## src/rtl/rc4_pkg.sv

```systemverilog
// rc4_pkg: shared constants, controller state encoding and the plaintext
// character rule for the RC4 key-search flow.
//   KEY_W        candidate key width
//   KEY_MAX      last legal key (top two bits zero)
//   MSG_LEN      number of DM bytes one decrypt writes
//   WDOG_CYCLES  per-phase timeout in cycles
//   is_plain_char(b) is 1 for lowercase ASCII letters and space

package rc4_pkg;

    localparam int unsigned KEY_W       = 24;
    localparam logic [23:0] KEY_MAX     = 24'h3FFFFF;
    localparam int unsigned MSG_LEN     = 32;
    localparam int unsigned WDOG_CYCLES = 4096;
    localparam int unsigned WDOG_W      = $clog2(WDOG_CYCLES) + 1;
    // Byte counter is wider than MSG_LEN needs and saturates, so an
    // over-long message can never wrap back onto MSG_LEN.
    localparam int unsigned CNT_W       = 8;

    typedef enum logic [2:0] {
        ST_IDLE  = 3'd0,
        ST_INIT  = 3'd1,
        ST_KSA   = 3'd2,
        ST_PRGA  = 3'd3,
        ST_NEXT  = 3'd4,
        ST_FOUND = 3'd5,
        ST_FAIL  = 3'd6
    } ctrl_state_t;

    localparam logic [1:0] PSEL_NONE = 2'd0;
    localparam logic [1:0] PSEL_INIT = 2'd1;
    localparam logic [1:0] PSEL_KSA  = 2'd2;
    localparam logic [1:0] PSEL_PRGA = 2'd3;

    function automatic logic is_plain_char(input logic [7:0] b);
        return ((b >= 8'h61) && (b <= 8'h7A)) || (b == 8'h20);
    endfunction

endpackage

```

## src/rtl/msg_char_check.sv

```systemverilog
// msg_char_check: watches DM writes during a decrypt, counts them and latches
// whether any written byte falls outside the plaintext alphabet.
//   clk, reset_n    clock, asynchronous active-low reset
//   clr             synchronous clear of count and bad latch (wins over en)
//   en              count/check writes only while high (PRGA phase)
//   dm_wren         snooped DM write enable
//   dm_wdata        snooped DM write data
//   bad             latched bad flag OR a bad byte being written this cycle,
//                   so the controller can reject in the same cycle
//   byte_cnt        number of writes seen since the last clear (saturating)

module msg_char_check
    import rc4_pkg::*;
(
    input  logic             clk,
    input  logic             reset_n,
    input  logic             clr,
    input  logic             en,
    input  logic             dm_wren,
    input  logic [7:0]       dm_wdata,
    output logic             bad,
    output logic [CNT_W-1:0] byte_cnt
);

    logic             bad_q;
    logic             bad_d;
    logic [CNT_W-1:0] cnt_q;
    logic [CNT_W-1:0] cnt_d;
    logic             wr_s;
    logic             hit_s;

    // Next-state for the write counter and the bad latch.
    always_comb begin
        wr_s  = en & dm_wren;
        hit_s = wr_s & ~is_plain_char(dm_wdata);
        cnt_d = cnt_q;
        bad_d = bad_q;
        if (clr) begin
            cnt_d = {CNT_W{1'b0}};
            bad_d = 1'b0;
        end else begin
            if (wr_s && (cnt_q != {CNT_W{1'b1}})) begin
                cnt_d = cnt_q + {{(CNT_W-1){1'b0}}, 1'b1};
            end else begin
                cnt_d = cnt_q;
            end
            if (hit_s) begin
                bad_d = 1'b1;
            end else begin
                bad_d = bad_q;
            end
        end
    end

    // Counter and bad latch registers.
    always_ff @(posedge clk or negedge reset_n) begin
        if (!reset_n) begin
            cnt_q <= {CNT_W{1'b0}};
            bad_q <= 1'b0;
        end else begin
            cnt_q <= cnt_d;
            bad_q <= bad_d;
        end
    end

    assign bad      = bad_q | hit_s;
    assign byte_cnt = cnt_q;

endmodule

```

## src/rtl/key_search_ctrl.sv

```systemverilog
// key_search_ctrl: sequences S-init, KSA and PRGA for one candidate key at a
// time, rejects keys whose plaintext is not lowercase/space, and steps the
// key by a stride until a key is accepted or the key space is used up.
//   clk, reset_n                  clock, asynchronous active-low reset
//   go, stop                      start pulse (IDLE/FOUND/FAIL), cancel level
//   key_start, key_stride         first key and increment, sampled on go
//   init/ksa/prga_start           one-cycle start pulses to the phase units
//   init/ksa/prga_done            one-cycle done pulses from the phase units
//   phase_abort                   one-cycle pulse returning phase units to idle
//   phase_sel                     S-port owner: 0 none, 1 init, 2 ksa, 3 prga
//   dm_wren, dm_wdata             snooped DM writes
//   key                           current candidate key
//   busy, found, exhausted, timeout  status flags
// All outputs are registered.

module key_search_ctrl
    import rc4_pkg::*;
(
    input  logic             clk,
    input  logic             reset_n,
    input  logic             go,
    input  logic             stop,
    input  logic [KEY_W-1:0] key_start,
    input  logic [KEY_W-1:0] key_stride,
    output logic             init_start,
    output logic             ksa_start,
    output logic             prga_start,
    input  logic             init_done,
    input  logic             ksa_done,
    input  logic             prga_done,
    output logic             phase_abort,
    output logic [1:0]       phase_sel,
    input  logic             dm_wren,
    input  logic [7:0]       dm_wdata,
    output logic [KEY_W-1:0] key,
    output logic             busy,
    output logic             found,
    output logic             exhausted,
    output logic             timeout
);

    localparam logic [WDOG_W-1:0] WDOG_LAST = WDOG_W'(WDOG_CYCLES - 1);
    localparam logic [CNT_W-1:0]  MSG_CNT   = CNT_W'(MSG_LEN);

    ctrl_state_t      state_q, state_d;
    logic [KEY_W-1:0] key_q, key_d;
    logic [KEY_W-1:0] stride_q, stride_d;
    logic [WDOG_W-1:0] wdog_q, wdog_d;
    logic             init_start_q, init_start_d;
    logic             ksa_start_q, ksa_start_d;
    logic             prga_start_q, prga_start_d;
    logic             abort_q, abort_d;
    logic [1:0]       phase_sel_q, phase_sel_d;
    logic             busy_q, busy_d;
    logic             found_q, found_d;
    logic             exhausted_q, exhausted_d;
    logic             timeout_q, timeout_d;

    logic [KEY_W:0]   sum_s;
    logic             wdog_hit_s;
    logic             clr_s;
    logic             en_s;
    logic             bad_s;
    logic [CNT_W-1:0] byte_cnt_s;

    assign en_s = (state_q == ST_PRGA);

    msg_char_check u_msg_char_check (
        .clk      (clk),
        .reset_n  (reset_n),
        .clr      (clr_s),
        .en       (en_s),
        .dm_wren  (dm_wren),
        .dm_wdata (dm_wdata),
        .bad      (bad_s),
        .byte_cnt (byte_cnt_s)
    );

    // Next-state, key/stride update, watchdog and registered-output values.
    always_comb begin
        state_d      = state_q;
        key_d        = key_q;
        stride_d     = stride_q;
        wdog_d       = {WDOG_W{1'b0}};
        init_start_d = 1'b0;
        ksa_start_d  = 1'b0;
        prga_start_d = 1'b0;
        abort_d      = 1'b0;
        found_d      = found_q;
        exhausted_d  = exhausted_q;
        timeout_d    = timeout_q;
        clr_s        = 1'b0;
        // One extra bit so a stride past the top of the key space is visible.
        sum_s        = {1'b0, key_q} + {1'b0, stride_q};
        wdog_hit_s   = (wdog_q == WDOG_LAST);

        if (stop && (state_q != ST_IDLE)) begin
            state_d     = ST_IDLE;
            abort_d     = 1'b1;
            found_d     = 1'b0;
            exhausted_d = 1'b0;
            timeout_d   = 1'b0;
            clr_s       = 1'b1;
        end else begin
            case (state_q)
                ST_IDLE, ST_FOUND, ST_FAIL: begin
                    if (go) begin
                        state_d      = ST_INIT;
                        key_d        = key_start;
                        stride_d     = key_stride;
                        found_d      = 1'b0;
                        exhausted_d  = 1'b0;
                        timeout_d    = 1'b0;
                        clr_s        = 1'b1;
                        init_start_d = 1'b1;
                    end else begin
                        state_d = state_q;
                    end
                end
                ST_INIT: begin
                    if (init_done) begin
                        state_d     = ST_KSA;
                        ksa_start_d = 1'b1;
                    end else if (wdog_hit_s) begin
                        state_d   = ST_FAIL;
                        abort_d   = 1'b1;
                        timeout_d = 1'b1;
                    end else begin
                        wdog_d = wdog_q + WDOG_W'(1);
                    end
                end
                ST_KSA: begin
                    if (ksa_done) begin
                        state_d      = ST_PRGA;
                        prga_start_d = 1'b1;
                    end else if (wdog_hit_s) begin
                        state_d   = ST_FAIL;
                        abort_d   = 1'b1;
                        timeout_d = 1'b1;
                    end else begin
                        wdog_d = wdog_q + WDOG_W'(1);
                    end
                end
                ST_PRGA: begin
                    if (bad_s) begin
                        // A unit that has just signalled done is already idle.
                        state_d = ST_NEXT;
                        abort_d = ~prga_done;
                    end else if (prga_done) begin
                        state_d = ST_NEXT;
                    end else if (wdog_hit_s) begin
                        state_d   = ST_FAIL;
                        abort_d   = 1'b1;
                        timeout_d = 1'b1;
                    end else begin
                        wdog_d = wdog_q + WDOG_W'(1);
                    end
                end
                ST_NEXT: begin
                    if (!bad_s && (byte_cnt_s == MSG_CNT)) begin
                        state_d = ST_FOUND;
                        found_d = 1'b1;
                    end else if (sum_s > {1'b0, KEY_MAX}) begin
                        state_d     = ST_FAIL;
                        exhausted_d = 1'b1;
                    end else begin
                        state_d      = ST_INIT;
                        key_d        = sum_s[KEY_W-1:0];
                        clr_s        = 1'b1;
                        init_start_d = 1'b1;
                    end
                end
                default: begin
                    state_d = ST_IDLE;
                end
            endcase
        end

        busy_d = (state_d == ST_INIT) || (state_d == ST_KSA) ||
                 (state_d == ST_PRGA) || (state_d == ST_NEXT);

        case (state_d)
            ST_INIT: phase_sel_d = PSEL_INIT;
            ST_KSA:  phase_sel_d = PSEL_KSA;
            ST_PRGA: phase_sel_d = PSEL_PRGA;
            default: phase_sel_d = PSEL_NONE;
        endcase
    end

    // State, key, watchdog and output registers.
    always_ff @(posedge clk or negedge reset_n) begin
        if (!reset_n) begin
            state_q      <= ST_IDLE;
            key_q        <= {KEY_W{1'b0}};
            stride_q     <= {KEY_W{1'b0}};
            wdog_q       <= {WDOG_W{1'b0}};
            init_start_q <= 1'b0;
            ksa_start_q  <= 1'b0;
            prga_start_q <= 1'b0;
            abort_q      <= 1'b0;
            phase_sel_q  <= PSEL_NONE;
            busy_q       <= 1'b0;
            found_q      <= 1'b0;
            exhausted_q  <= 1'b0;
            timeout_q    <= 1'b0;
        end else begin
            state_q      <= state_d;
            key_q        <= key_d;
            stride_q     <= stride_d;
            wdog_q       <= wdog_d;
            init_start_q <= init_start_d;
            ksa_start_q  <= ksa_start_d;
            prga_start_q <= prga_start_d;
            abort_q      <= abort_d;
            phase_sel_q  <= phase_sel_d;
            busy_q       <= busy_d;
            found_q      <= found_d;
            exhausted_q  <= exhausted_d;
            timeout_q    <= timeout_d;
        end
    end

    assign init_start  = init_start_q;
    assign ksa_start   = ksa_start_q;
    assign prga_start  = prga_start_q;
    assign phase_abort = abort_q;
    assign phase_sel   = phase_sel_q;
    assign key         = key_q;
    assign busy        = busy_q;
    assign found       = found_q;
    assign exhausted   = exhausted_q;
    assign timeout     = timeout_q;

endmodule
```

## config.mk

```make
export PLATFORM = sky130hd
export DESIGN_NAME = key_search_ctrl
export DESIGN_NICKNAME = d
export VERILOG_FILES = /design/src/rtl/rc4_pkg.sv /design/src/rtl/msg_char_check.sv /design/src/rtl/key_search_ctrl.sv
export SDC_FILE = /design/constraint.sdc
export NUM_CORES = 1
export LEC_CHECK = 0
export ABC_AREA = 1
export BUFFER_PORTS_ARGS = -buffer_cell sky130_fd_sc_hd__clkbuf_2
export CAP_MARGIN = 40
export CORE_ASPECT_RATIO = 1.75
export CORE_MARGIN = 2
export CORE_UTILIZATION = 30
export DETAILED_ROUTE_END_ITERATION = 10
export SLEW_MARGIN = 20
export SYNTH_ARGS = -nofsm -noshare
export SYNTH_HDL_FRONTEND = slang
export SYNTH_SLANG_ARGS = --single-unit
```

## constraint.sdc

```tcl
create_clock -name clk -period 2.8 [get_ports clk]
set_input_delay 0.56 -clock clk [delete_from_list [all_inputs] [get_ports clk]]
set_output_delay 0.56 -clock clk [all_outputs]
set_load 0.05 [all_outputs]
```

==> results.cfg <==
[power_and_ir_drop]
seq_power_share_pct = 22.8
ir_worst_vdd_uv = 409.4
p_int_w = 0.004213
p_switching_w = 0.004489
p_per_area_nw_per_um2 = 1322
switching_share_pct = 51.59
comb_power_share_pct = 63.3
pwr-share-clk_pct = 13.9
leakagePower_nw = 3.446

[synthesis]
synthFlopType = dfrtp_1
synthAdderAreaFrac_pct = 6.525
synth_top_family_by_area = simple AND/OR/NAND/NOR gates
synth_area_leaders = dfrtp_1 (38%), nand2_1 (17%), ha_1 (6.2%), inv_1 (5.5%), nor2_1 (5.2%)
synthSimpleGateAreaFrac_pct = 34.02
synth.largest_area_cell = dfrtp_1
async_flop_share_pct = 100.0
synth_compound_area_share_pct = 7.073
syn-num-nets = 838
yosys-mux-area-fraction_pct = 4.723
synth_top_area_share_pct = 37.87
synth_xor_area_share_pct = 2.396
yosysWarnings = 0
yosysUniqueCellTypes = 42
syn_avg_cell_area_sq_um = 7.351
synth-seq-cells = 83
yosysSeqAreaShare_pct = 37.87
syn-cell-area_sq_um = 5484
syn_inst = 746
synth_edf_count = 0

[clock_tree]
cts.reportedPaths.clkPinSlew_ps = 70
cts-buffers-inserted = 9
cts_tree = yes
clockBufferDepth = 2
htreeDepth = 3
cts-root-buf = clkbuf_16
clock-sinks = 83
insertion_delay_ps = 340
cts.hold.buffers_added = 0

[critical_path]
path_class = reg2reg
cp_max_fo = 15
worstSetupStartpointType = flop
end_kind = flop
cp.required_ps = 3090
crit_arrival_ps = 2780

[global_route]
grt_start_max_net_pins = 44
grt_pass1_vias = 5163
grt_antenna_before_repair = 0
overflow = 0
grt_use_total_pct = 16.32
grt_pass1_wl_mm = 24.70

[outcome]
status = finished, final reports clean

[timing]
setup_slack_ps = 302.5
hold_violations = 0
slew_headroom_pct = 62.71
fin_crit_ps = 2498
maxSlewViolCount = 0
fin_hold_ws_ps = 206.3
rsz0062_at_grt = no
tightest_slew_ps = 559.3
max_clock_freq_mhz = 400.4
layout_worst_path_cycle_share_pct = 89.20
finalSetupTns_ps = 0
finClkSkew_ps = 9.169
setup-violations-final = 0

[placed_design]
portBuffers = 97
place_congestion = 0.8956
dp_cells = 1070
dp_slack_ps = 193.1
dp_hpwl_mm = 11.96

[cells_and_area]
final_net_count = 942
syn2layout_area_growth_pct = 20.03
mostFrequentLayoutCell = nand2_1
final_util_pct = 36.62
drive_gt1_share_pct = 20.70
diodes = 0
layoutNonFillerInstCount = 1089
final_cell_mix = nand2_1 (254), clkbuf_2 (96), dfrtp_1 (83)

[floorplan]
core_area_sq_um = 17970
die_area_sq_um = 19420
die_w_um = 106.2
pin_count = 98
die_y_um = 182.9
start_util_pct = 30.51
row_count = 65

[detailed_routing]
avgRoutedWirePerCell_um = 13.96
route.detailed.drc = 0
ant_nets = 0
vias_per_cell = 4.628
wirelength_mm = 15.21
drt_iter0_drc = 185
num_vias = 5040
dr.pass1.iters = 5

[hold_path]
hold_class = in2async

[run]
maxCapViolCount = 0
==> area by class of cell <==
class | count | area [sq um]
Inverter | 83 | 316.6
Clock buffer | 12 | 246.5
Timing Repair Buffer | 105 | 598.1
Fill cell | 1935 | 11390
Multi-Input combinational cell | 568 | 3002
Tap cell | 234 | 292.8
Sequential cell | 83 | 2077
Clock inverter | 4 | 50.05
==> per-stage QoR <==
step	power [W]	instance area (sq um)
after detailed placement	0.007478	6251
after global routing	0.009509	6583
final	0.008702	6583
after global placement	0.007425	6251
after floorplan	0.006138	5484
after CTS	0.008736	6548
==> Yosys cell counts, drive strengths merged (9+ instances only) <==
master and count:
nand2 265, nor2 86, dfrtp 83, inv 82, nand3 43, a21oi 35
ha 27, mux2 23, o21ai 22, or2 11, nor3 10, xor2 10
buf 9
==> state kept, by name, summed over array words and instances (netlist names), 2 cells and up <==
name and flops:
key 24, u_msg_char_check.byte_cnt 8, wdog_q 13, phase_sel 2
state_q 3, stride_q 24
==> power by group through the flow <==
| stage | clock network (W) | registers (W) | logic, W |
|---|---|---|---|
| after floorplan | 0 | 0.00263 | 0.00351 |
| after global placement | 0 | 0.00200 | 0.00542 |
| after detailed placement | 0 | 0.00201 | 0.00547 |
| after CTS | 0.00125 | 0.00199 | 0.00550 |
| after global routing | 0.00128 | 0.00204 | 0.00618 |
| final | 0.00121 | 0.00198 | 0.00551 |
==> logic make-up (layout without fill, tap and decap cells) <==
logic type,Yosys count,count (layout)
mux,23,23
compound gates,70,70
flops,83,83
buf+inv,95,204
fa+ha+maj,28,28
simple gates,432,432
xor+xnor,15,15
==> per-layer routing <==
| metal | up-vias | global-route usage [%] | part of all wire (%) |
|---|---|---|---|
| met5 | - | 0 | 0 |
| met4 | 0 | 5.474 | 2.0 |
| met3 | 20 | 3.056 | 3.8 |
| met2 | 93 | 32.46 | 58 |
| met1 | 2341 | 16.56 | 36 |
| li1 | 2586 | - | - |
==> repair_timing <==
item / CTS / global route
setup buffers: 0 / 3
endpoints found under the hold margin: 0 / 0
gates resized for setup: 0 / 0
endpoints found under the setup margin: 0 / 8
==> critical path: stages (launching register included) <==
cell	delay, ps
dfrtp_1	420
ha_1	390
a21oi_1	260
nand3_1	210
nand2_1	160
nand4_1	130
nand2_2	120
nand3_4	110
nand2_4	90
nand2_4	60
nor2_8	190
buf_12	170
o211ai_1	90
nand2_1	60
==> path summary, 6_finish.rpt <==
kind                            slack [ps]           from  depth (start not counted)           to
worst min-delay path                   210        reset_n                          1       key[8]
min in group clk                       450  key_stride[7]                          2  stride_q[7]
worst max-delay path                   300         key[5]                         13      key[12]
max in group asynchronous             1960        reset_n                          2    wdog_q[6]
worst max register to register         300         key[5]                         13      key[12]
worst min register to register         510        key[14]                          2      key[14]
Power figures use the tool's default switching activity.
